File: src/rtl/dev_bus_arbiter_if.sv
// dev_bus_arbiter_if
// Bundles both master ports and the shared device bus of dev_bus_arbiter.
//   M0_* / M1_* : per-master request, address [3:2], write enable, write data,
//                 lock, plus the arbiter's ack pulse and captured read data.
//   DEV_*       : single-word device strobe, address, write enable, write
//                 data and combinational read data.
//   GNT_O       : one-hot owner of the transfer in flight, 00 when idle.
// Modport 'slave' is the arbiter's view; 'master' is the masters/device view.
interface dev_bus_arbiter_if #(
  parameter int DW = 32
) ();
  logic          M0_REQ;
  logic [1:0]    M0_ADDR;
  logic          M0_WE;
  logic [DW-1:0] M0_DAT_I;
  logic          M0_LOCK;
  logic          M0_ACK;
  logic [DW-1:0] M0_DAT_O;

  logic          M1_REQ;
  logic [1:0]    M1_ADDR;
  logic          M1_WE;
  logic [DW-1:0] M1_DAT_I;
  logic          M1_LOCK;
  logic          M1_ACK;
  logic [DW-1:0] M1_DAT_O;

  logic          DEV_SEL_O;
  logic [1:0]    DEV_ADDR_O;
  logic          DEV_WE_O;
  logic [DW-1:0] DEV_DAT_O;
  logic [DW-1:0] DEV_DAT_I;

  logic [1:0]    GNT_O;

  modport slave (
    input  M0_REQ, M0_ADDR, M0_WE, M0_DAT_I, M0_LOCK,
    output M0_ACK, M0_DAT_O,
    input  M1_REQ, M1_ADDR, M1_WE, M1_DAT_I, M1_LOCK,
    output M1_ACK, M1_DAT_O,
    output DEV_SEL_O, DEV_ADDR_O, DEV_WE_O, DEV_DAT_O,
    input  DEV_DAT_I,
    output GNT_O
  );

  modport master (
    output M0_REQ, M0_ADDR, M0_WE, M0_DAT_I, M0_LOCK,
    input  M0_ACK, M0_DAT_O,
    output M1_REQ, M1_ADDR, M1_WE, M1_DAT_I, M1_LOCK,
    input  M1_ACK, M1_DAT_O,
    input  DEV_SEL_O, DEV_ADDR_O, DEV_WE_O, DEV_DAT_O,
    output DEV_DAT_I,
    input  GNT_O
  );
endinterface

File: src/rtl/dev_bus_arbiter.sv
// dev_bus_arbiter
// Two-master arbiter for the timer register bus (ctrl/preset/count slots).
// One single-word transfer at a time: IDLE -> XFER (device strobed for one
// cycle, read data captured) -> ACK (one-cycle ack to the owner). A master
// holding LOCK keeps the bus across transfers, bounded by LOCK_MAX while the
// other master is waiting.
//   CLK_I : clock, rising edge
//   RST_I : synchronous active-low reset; also gates SEL/WE/GNT combinationally
//   bus   : dev_bus_arbiter_if.slave (master ports, device bus, GNT_O)
module dev_bus_arbiter #(
  parameter int DW       = 32,
  parameter int LOCK_MAX = 4
) (
  input logic               CLK_I,
  input logic               RST_I,
  dev_bus_arbiter_if.slave  bus
);

  typedef enum logic [1:0] {
    IDLE = 2'd0,
    XFER = 2'd1,
    ACK  = 2'd2
  } state_t;

  state_t        state_q, state_d;
  logic          owner_q, owner_d;
  logic          last_q, last_d;
  logic [3:0]    lock_cnt_q, lock_cnt_d;
  logic [DW-1:0] m0_dat_q, m0_dat_d;
  logic [DW-1:0] m1_dat_q, m1_dat_d;

  logic          own_req, own_lock, own_we, oth_req;
  logic [1:0]    own_addr;
  logic [DW-1:0] own_dat;
  logic          arb_valid, arb_sel;
  logic          lock_limit;

  // Owner-side views of the master ports.
  assign own_req  = owner_q ? bus.M1_REQ   : bus.M0_REQ;
  assign own_lock = owner_q ? bus.M1_LOCK  : bus.M0_LOCK;
  assign own_we   = owner_q ? bus.M1_WE    : bus.M0_WE;
  assign own_addr = owner_q ? bus.M1_ADDR  : bus.M0_ADDR;
  assign own_dat  = owner_q ? bus.M1_DAT_I : bus.M0_DAT_I;
  assign oth_req  = owner_q ? bus.M0_REQ   : bus.M1_REQ;

  // The lock is refused once the waiting master has been passed over
  // LOCK_MAX-1 times in a row.
  assign lock_limit = oth_req && (lock_cnt_q == 4'(LOCK_MAX - 1));

  // Round-robin pick: a lone requester wins; on a tie the master that was
  // not served last wins.
  always_comb begin
    arb_valid = bus.M0_REQ | bus.M1_REQ;
    arb_sel   = 1'b0;
    if (bus.M0_REQ && bus.M1_REQ) begin
      arb_sel = ~last_q;
    end else if (bus.M1_REQ) begin
      arb_sel = 1'b1;
    end
  end

  // Next-state logic.
  always_comb begin
    state_d    = state_q;
    owner_d    = owner_q;
    last_d     = last_q;
    lock_cnt_d = lock_cnt_q;
    m0_dat_d   = m0_dat_q;
    m1_dat_d   = m1_dat_q;
    unique case (state_q)
      IDLE: begin
        if (arb_valid) begin
          owner_d = arb_sel;
          state_d = XFER;
        end
      end
      XFER: begin
        // Capture happens on the same edge that commits a write, so a read
        // sees the value the device presented before that edge.
        if (owner_q) begin
          m1_dat_d = bus.DEV_DAT_I;
        end else begin
          m0_dat_d = bus.DEV_DAT_I;
        end
        last_d  = owner_q;
        state_d = ACK;
      end
      ACK: begin
        if (own_lock && own_req && !lock_limit) begin
          state_d    = XFER;
          lock_cnt_d = oth_req ? (lock_cnt_q + 4'd1) : 4'd0;
        end else if (arb_valid) begin
          state_d    = XFER;
          owner_d    = arb_sel;
          lock_cnt_d = 4'd0;
        end else begin
          state_d    = IDLE;
          lock_cnt_d = 4'd0;
        end
      end
      default: begin
        state_d = IDLE;
      end
    endcase
  end

  // Bus-side outputs: the device only sees the owner during XFER, and reset
  // blocks any strobe or write from reaching it.
  always_comb begin
    bus.DEV_SEL_O  = 1'b0;
    bus.DEV_WE_O   = 1'b0;
    bus.DEV_ADDR_O = 2'b00;
    bus.DEV_DAT_O  = '0;
    bus.GNT_O      = 2'b00;
    if (state_q == XFER) begin
      bus.DEV_SEL_O  = RST_I;
      bus.DEV_WE_O   = RST_I & own_we;
      bus.DEV_ADDR_O = own_addr;
      bus.DEV_DAT_O  = own_dat;
    end
    if ((state_q != IDLE) && RST_I) begin
      bus.GNT_O = owner_q ? 2'b10 : 2'b01;
    end
  end

  // Master-side outputs come straight from registered state.
  assign bus.M0_ACK   = (state_q == ACK) && !owner_q;
  assign bus.M1_ACK   = (state_q == ACK) &&  owner_q;
  assign bus.M0_DAT_O = m0_dat_q;
  assign bus.M1_DAT_O = m1_dat_q;

  // State register; last resets to M1 so M0 wins the first tie.
  always_ff @(posedge CLK_I) begin
    if (!RST_I) begin
      state_q    <= IDLE;
      owner_q    <= 1'b0;
      last_q     <= 1'b1;
      lock_cnt_q <= 4'd0;
      m0_dat_q   <= '0;
      m1_dat_q   <= '0;
    end else begin
      state_q    <= state_d;
      owner_q    <= owner_d;
      last_q     <= last_d;
      lock_cnt_q <= lock_cnt_d;
      m0_dat_q   <= m0_dat_d;
      m1_dat_q   <= m1_dat_d;
    end
  end

endmodule

File: src/flat_wrapper.sv
// flat-port wrapper written by rule: the top's interface ports become plain ports
module dev_bus_arbiter_flat 
#(
  parameter int DW       = 32,
  parameter int LOCK_MAX = 4
)
  (CLK_I, RST_I, bus_M0_REQ, bus_M0_ADDR, bus_M0_WE, bus_M0_DAT_I, bus_M0_LOCK, bus_M0_ACK, bus_M0_DAT_O, bus_M1_REQ, bus_M1_ADDR, bus_M1_WE, bus_M1_DAT_I, bus_M1_LOCK, bus_M1_ACK, bus_M1_DAT_O, bus_DEV_SEL_O, bus_DEV_ADDR_O, bus_DEV_WE_O, bus_DEV_DAT_O, bus_DEV_DAT_I, bus_GNT_O);
  dev_bus_arbiter_if #(.DW(DW)) bus_i ();
  input logic CLK_I;
  input logic RST_I;
  input wire logic [$bits(bus_i.M0_REQ)-1:0] bus_M0_REQ;
  input wire logic [$bits(bus_i.M0_ADDR)-1:0] bus_M0_ADDR;
  input wire logic [$bits(bus_i.M0_WE)-1:0] bus_M0_WE;
  input wire logic [$bits(bus_i.M0_DAT_I)-1:0] bus_M0_DAT_I;
  input wire logic [$bits(bus_i.M0_LOCK)-1:0] bus_M0_LOCK;
  output wire logic [$bits(bus_i.M0_ACK)-1:0] bus_M0_ACK;
  output wire logic [$bits(bus_i.M0_DAT_O)-1:0] bus_M0_DAT_O;
  input wire logic [$bits(bus_i.M1_REQ)-1:0] bus_M1_REQ;
  input wire logic [$bits(bus_i.M1_ADDR)-1:0] bus_M1_ADDR;
  input wire logic [$bits(bus_i.M1_WE)-1:0] bus_M1_WE;
  input wire logic [$bits(bus_i.M1_DAT_I)-1:0] bus_M1_DAT_I;
  input wire logic [$bits(bus_i.M1_LOCK)-1:0] bus_M1_LOCK;
  output wire logic [$bits(bus_i.M1_ACK)-1:0] bus_M1_ACK;
  output wire logic [$bits(bus_i.M1_DAT_O)-1:0] bus_M1_DAT_O;
  output wire logic [$bits(bus_i.DEV_SEL_O)-1:0] bus_DEV_SEL_O;
  output wire logic [$bits(bus_i.DEV_ADDR_O)-1:0] bus_DEV_ADDR_O;
  output wire logic [$bits(bus_i.DEV_WE_O)-1:0] bus_DEV_WE_O;
  output wire logic [$bits(bus_i.DEV_DAT_O)-1:0] bus_DEV_DAT_O;
  input wire logic [$bits(bus_i.DEV_DAT_I)-1:0] bus_DEV_DAT_I;
  output wire logic [$bits(bus_i.GNT_O)-1:0] bus_GNT_O;
  assign bus_i.M0_REQ = bus_M0_REQ;
  assign bus_i.M0_ADDR = bus_M0_ADDR;
  assign bus_i.M0_WE = bus_M0_WE;
  assign bus_i.M0_DAT_I = bus_M0_DAT_I;
  assign bus_i.M0_LOCK = bus_M0_LOCK;
  assign bus_M0_ACK = bus_i.M0_ACK;
  assign bus_M0_DAT_O = bus_i.M0_DAT_O;
  assign bus_i.M1_REQ = bus_M1_REQ;
  assign bus_i.M1_ADDR = bus_M1_ADDR;
  assign bus_i.M1_WE = bus_M1_WE;
  assign bus_i.M1_DAT_I = bus_M1_DAT_I;
  assign bus_i.M1_LOCK = bus_M1_LOCK;
  assign bus_M1_ACK = bus_i.M1_ACK;
  assign bus_M1_DAT_O = bus_i.M1_DAT_O;
  assign bus_DEV_SEL_O = bus_i.DEV_SEL_O;
  assign bus_DEV_ADDR_O = bus_i.DEV_ADDR_O;
  assign bus_DEV_WE_O = bus_i.DEV_WE_O;
  assign bus_DEV_DAT_O = bus_i.DEV_DAT_O;
  assign bus_i.DEV_DAT_I = bus_DEV_DAT_I;
  assign bus_GNT_O = bus_i.GNT_O;
  dev_bus_arbiter #(.DW(DW), .LOCK_MAX(LOCK_MAX)) u_core (.CLK_I(CLK_I), .RST_I(RST_I), .bus(bus_i));
endmodule
File: config.mk
export PLATFORM = sky130hd
export DESIGN_NAME = dev_bus_arbiter_flat
export DESIGN_NICKNAME = d
export VERILOG_FILES = /design/src/rtl/dev_bus_arbiter_if.sv /design/src/rtl/dev_bus_arbiter.sv /design/src/flat_wrapper.sv
export SDC_FILE = /design/constraint.sdc
export NUM_CORES = 1
export LEC_CHECK = 0
export BUFFER_PORTS_ARGS = -buffer_cell sky130_fd_sc_hd__buf_2
export CAP_MARGIN = 20
export CORE_ASPECT_RATIO = 0.9
export CORE_MARGIN = 2
export CORE_UTILIZATION = 43
export DETAILED_ROUTE_END_ITERATION = 8
export PLACE_DENSITY = 0.82
export SYNTH_ARGS = -nofsm -noshare
export SYNTH_HDL_FRONTEND = slang
export SYNTH_SLANG_ARGS = --single-unit
File: constraint.sdc
create_clock -name CLK_I -period 2.5 [get_ports CLK_I]
set_input_delay 0.125 -clock CLK_I [delete_from_list [all_inputs] [get_ports CLK_I]]
set_output_delay 0.125 -clock CLK_I [all_outputs]
set_load 0.01 [all_outputs]
Yosys cells after proc, flatten, opt, wreduce, memory -nomap -nowiden
Index checks and enable logic that the tools add are counted.
{"block": "op_classes", "muxes": 23, "add_sub_neg": 1, "reduce_logical": 15, "eq_ne": 5, "bitwise_logic": 4}
{"cell": "$mux W32", "n": 2}
{"cell": "$mux W2", "n": 6}
{"cell": "$mux W1", "n": 11}
{"cell": "$mux W4", "n": 2}
{"cell": "$logic_and A1 B1 Y1", "n": 7}
{"cell": "$pmux W2 S3", "n": 1}
{"cell": "$reduce_and A2 Y1", "n": 3}
{"cell": "$add A4 B1 Y4 const B", "n": 1}
{"cell": "$eq A4 B2 Y1 const B", "n": 1}
{"cell": "$reduce_bool A2 Y1", "n": 2}
{"cell": "$eq A2 B1 Y1 const B", "n": 1}
{"cell": "$eq A2 B2 Y1 const B", "n": 1}
{"cell": "$logic_not A1 Y1", "n": 2}
{"cell": "$logic_not A2 Y1", "n": 1}
{"cell": "$ne A2 B1 Y1 const B", "n": 1}
{"cell": "$ne A2 B2 Y1 const B", "n": 1}
{"cell": "$not A1 Y1", "n": 2}
{"cell": "$pmux W1 S2", "n": 1}
{"cell": "$and A1 B1 Y1", "n": 1}
{"cell": "$or A1 B1 Y1", "n": 1}
{"block": "totals", "out_inout_bits": 104, "register_bits": 72, "wordCells": 54, "inputBits": 108}

Depth between registers and ports, before layout
{"block": "depth", "depth_word": 6, "depth_mapped": 6, "depth_no_buf": 5}

Worst setup path before layout
No wires, ideal clock.
{"block": "synth_timing", "path_type": "reg-to-reg", "startpoint": "register u_core.lock_cnt_q[0]", "endpoint": "register u_core.owner_q", "required_time_ps": 2386, "path_stages_with_launch": 6, "setup_slack_ps": 1095, "setup_time_ps": 114, "arrival_ps": 1291, "path_buffers": 0, "period_less_slack_ps": 1405, "path_cell_list": "dfxtp_1 -> ha_1 -> or3b_4 -> o221ai_2 -> a21oi_1 -> a21o_1"}
{"block": "synth_between", "elab_chain_cells": 6}
{"element": "from (decl)", "line_no": "dev_bus_arbiter.sv:28", "rtl": "logic [3:0] lock_cnt_q, lock_cnt_d;"}
{"element": "from (signal assigned)", "line_no": "dev_bus_arbiter.sv:145", "rtl": "lock_cnt_q <= lock_cnt_d;"}
{"element": "$eq A4 B2 Y1", "line_no": "dev_bus_arbiter.sv:48", "rtl": "assign lock_limit = oth_req && (lock_cnt_q == 4'(LOCK_MAX - 1));"}
{"element": "$logic_and A1 B1 Y1", "line_no": "dev_bus_arbiter.sv:48"}
{"element": "$logic_not A1 Y1", "line_no": "dev_bus_arbiter.sv:89", "rtl": "if (own_lock && own_req && !lock_limit) begin"}
{"element": "$logic_and A1 B1 Y1", "line_no": "dev_bus_arbiter.sv:89"}
{"element": "$ne A2 B2 Y1 (no source line)"}
{"element": "$reduce_and A2 Y1 (no source line)"}
{"element": "to (signal assigned)", "line_no": "dev_bus_arbiter.sv:143", "rtl": "owner_q <= owner_d;"}
{"element": "to (decl)", "line_no": "dev_bus_arbiter.sv:26", "rtl": "logic owner_q, owner_d;"}
Every way passes these cells.
A chain may end at the register's enable or synchronous reset.

Worst setup path in the final report
{"block": "layout_timing", "startpoint": "register u_core.owner_q", "endpoint": "output bus_DEV_DAT_O[9]"}
{"block": "layout_between", "elab_chain_cells": 2}
{"element": "$mux W32", "line_no": "dev_bus_arbiter.sv:43", "rtl": "assign own_dat = owner_q ? bus.M1_DAT_I : bus.M0_DAT_I;"}
{"element": "$mux W32", "line_no": "dev_bus_arbiter.sv:115", "rtl": "if (state_q == XFER) begin"}
{"element": "to (decl)", "line_no": "flat_wrapper.sv:28", "rtl": "output wire logic [$bits(bus_i.DEV_DAT_O)-1:0] bus_DEV_DAT_O;"}
Every way passes these cells.

==> results.yml <==
critical_path:
  end_kind: "output port"
  critical_path_class: "register to output port"
  cp-endpoint: "bus_DEV_DAT_O[9]"
  worstPathMaxFanout: 46
  path_cells: "inv_1, nor2_4, buf_4, a22o_1, buf_2"
  critPathSlowestCell: "dfxtp_1"
  cp.arrival_ns: 2.10
  crit_path_max_incr_delay_ns: 0.61
  cp-startpoint: "u_core.owner_q"
  crit_path_start_kind: "register"
  rr_worst_depth: 5
  regToRegSetupSlack_ns: 0.73
  r2r_end: "u_core.bus.M1_DAT_O[28]"
  required_ns: 2.38
  r2r_start: "u_core.owner_q"
clock_tree:
  post-cts-setup-buffer-count: 0
  clk_path_buf_depth: 2
  insertion_delay_ns: 0.34
  cts_buffers: 9
  cts_tree: "yes"
  htree_num_levels: 3
  post_cts_resized: 0
  clkTransAtPathRegs_ns: 0.08
  cts_sinks: 72
  clockRootBuffer: "clkbuf_8"
  ctsHoldBuffers: 0
timing:
  worst_slew_pin_slew_ns: 0.662
  drv_slew: 0
  timing.slew.headroom: 0.557
  hold_violations: 0
  rsz0062_at_grt: "false"
  period_minus_slack_ns: 2.22
  max_freq_mhz: 450
  finClkSkew_ns: 0.00873
  finalSetupViolations: 0
  whs_ns: 0.0254
  finalCritPeriodShare: 0.888
  tns_ns: 0
flow_run:
  maxCapViolCount: 0
yosys:
  synth_nets: 490
  ys.flop_type: "dfxtp_1"
  netlist_instances: 381
  postSynth.asyncResetShare: 0
  avgSynthCellArea_um2: 8.47
  ys_ff_latch: 72
  synth.area.top_cells: "dfxtp_1 45%, nand2_1 16%, a21boi_1 9.8%"
  syn_area_mm2: 0.00323
  synth_seq_area_share: 0.447
  yosys.area.top_type: "dfxtp_1"
  synthDistinctLibCells: 33
  ys_top_cells_by_count: "137 x nand2_1, 72 x dfxtp_1, 42 x a21boi_1, 34 x a22o_1, 24 x a21boi_0"
  yosysWarningCount: 0
  synth_top_area_share: 0.447
  yosysMostFrequentCell: "nand2_1"
  synth_enable_flop_cells: 0
place:
  gp_congestion: 0.862
  dp_hpwl_mm: 8.02
  port_buffers: 211
grt:
  grt_pass1_wl_mm: 15.8
  grt_max_degree: 56
  grt_pass1_vias: 3230
  gr-total-overflow: 0
  grt_usage: 0.250
  antenna_found_initial: 3
drt:
  vias: 3430
  first_pass_iters: 5
  detail_route.vias_per_cell: 5.06
  drc: 0
  drt_iter0_markers: 91
  ant_nets: 0
  wl_per_cell_um: 15.6
  totalWireLength_mm: 10.6
final_layout:
  nNetsFinal: 687
  drive_above_1_share: 0.408
  areaGrowthSynthToFinish_pct: 38.9
  final_util: 0.627
  fill_cells: 624
pwr:
  vdd_ir_drop_max_mv: 0.272
  leakage_nw: 2.18
  power-per-cell-area_mw_per_mm2: 586
die:
  die-area_mm2: 0.00821
  ioPinCount: 212
  chipWidth_um: 95.3
  die_h_um: 86.2
  coreArea_mm2: 0.00715
  start_util: 0.451
  rows: 29
status:
  status: "completed"
min_path:
  min_path_type: "input pin to register"
-- cells in the final DEF (no fill, tap or decap), drive strengths merged, types with 2 or more instances in the layout --
cell type	n
buf	215
nand2	139
dfxtp	72
a21boi	66
a22o	34
clkbuf	12
nor2	9
nand2b	3
mux2i	3
and2	3
a21oi	3
diode	2
inv	2
nor2b	2
nand3	2
clkinv	2
-- stage by stage --
step / instance area [um^2] / setup slack (ns) / power [W] / cells
floorplan: 3230 / 1.10 / 0.00148 / 381
global placement: 4260 / 0.782 / 0.00167 / 660
detailed placement: 4260 / 0.676 / 0.00168 / 660
CTS: 4470 / 0.289 / 0.00264 / 676
global route: 4480 / 0.172 / 0.00274 / 678
finish: 4480 / 0.279 / 0.00263 / 678
-- final cells by class --
class | instances | area [um^2] | share of cell area
Timing Repair Buffer | 215 | 1100 | 0.245
Sequential cell | 72 | 1440 | 0.322
Tap cell | 93 | 116 | 0.0260
Inverter | 2 | 7.51 | 0.00168
Antenna cell | 2 | 5.00 | 0.00112
Clock buffer | 12 | 165 | 0.0369
Clock inverter | 4 | 51.3 | 0.0115
Multi-Input combinational cell | 278 | 1590 | 0.356
-- how the worst min path moves through the flow --
stage	end	startpoint	depth (start not counted)
after floorplan	u_core.bus.M0_DAT_O[0]	bus_DEV_DAT_I[0]	2
after global placement	u_core.bus.M0_DAT_O[25]	bus_DEV_DAT_I[25]	3
after detailed placement	u_core.bus.M1_DAT_O[21]	bus_DEV_DAT_I[21]	3
after CTS	u_core.bus.M0_DAT_O[12]	bus_DEV_DAT_I[12]	3
after global routing	u_core.bus.M1_DAT_O[21]	bus_DEV_DAT_I[21]	3
final	u_core.bus.M1_DAT_O[18]	bus_DEV_DAT_I[18]	3
-- critical path, delay by kind of cell, from the launching register on --
family          cells  cell delay (ns)
buf+inv             3             0.76
flops               1             0.61
compound gates      1             0.22
simple gates        1             0.15
-- metal layers --
metal  vias up  part of all wire  GRT usage
li1       1680                 -          -
met1      1579              0.41      0.291
met2       152              0.49      0.431
met3        17             0.075     0.0650
met4         2             0.026      0.107
met5         -            0.0012          0
-- flip-flops by register name, indices dropped and copies added, names as in the netlist --
name                 flops
u_core.lock_cnt_q        4
u_core.bus.M0_DAT_O     32
u_core.bus.M1_DAT_O     32
u_core.state_q           2
u_core.owner_q           1
u_core.last_q            1
-- logic make-up after synthesis --
logic type / after synthesis / share of synthesized area
buf+inv: 31 / 0.0621
compound gates: 109 / 0.266
flops: 72 / 0.447
fa+ha+maj: 1 / 0.00388
simple gates: 165 / 0.212
mux: 3 / 0.00931
-- report_power, final --
group,internal (W),switching (W)
registers,0.00119,0.0000278
logic,0.000202,0.000234
clock network,0.000543,0.000427
Power figures use the tool's default switching activity.
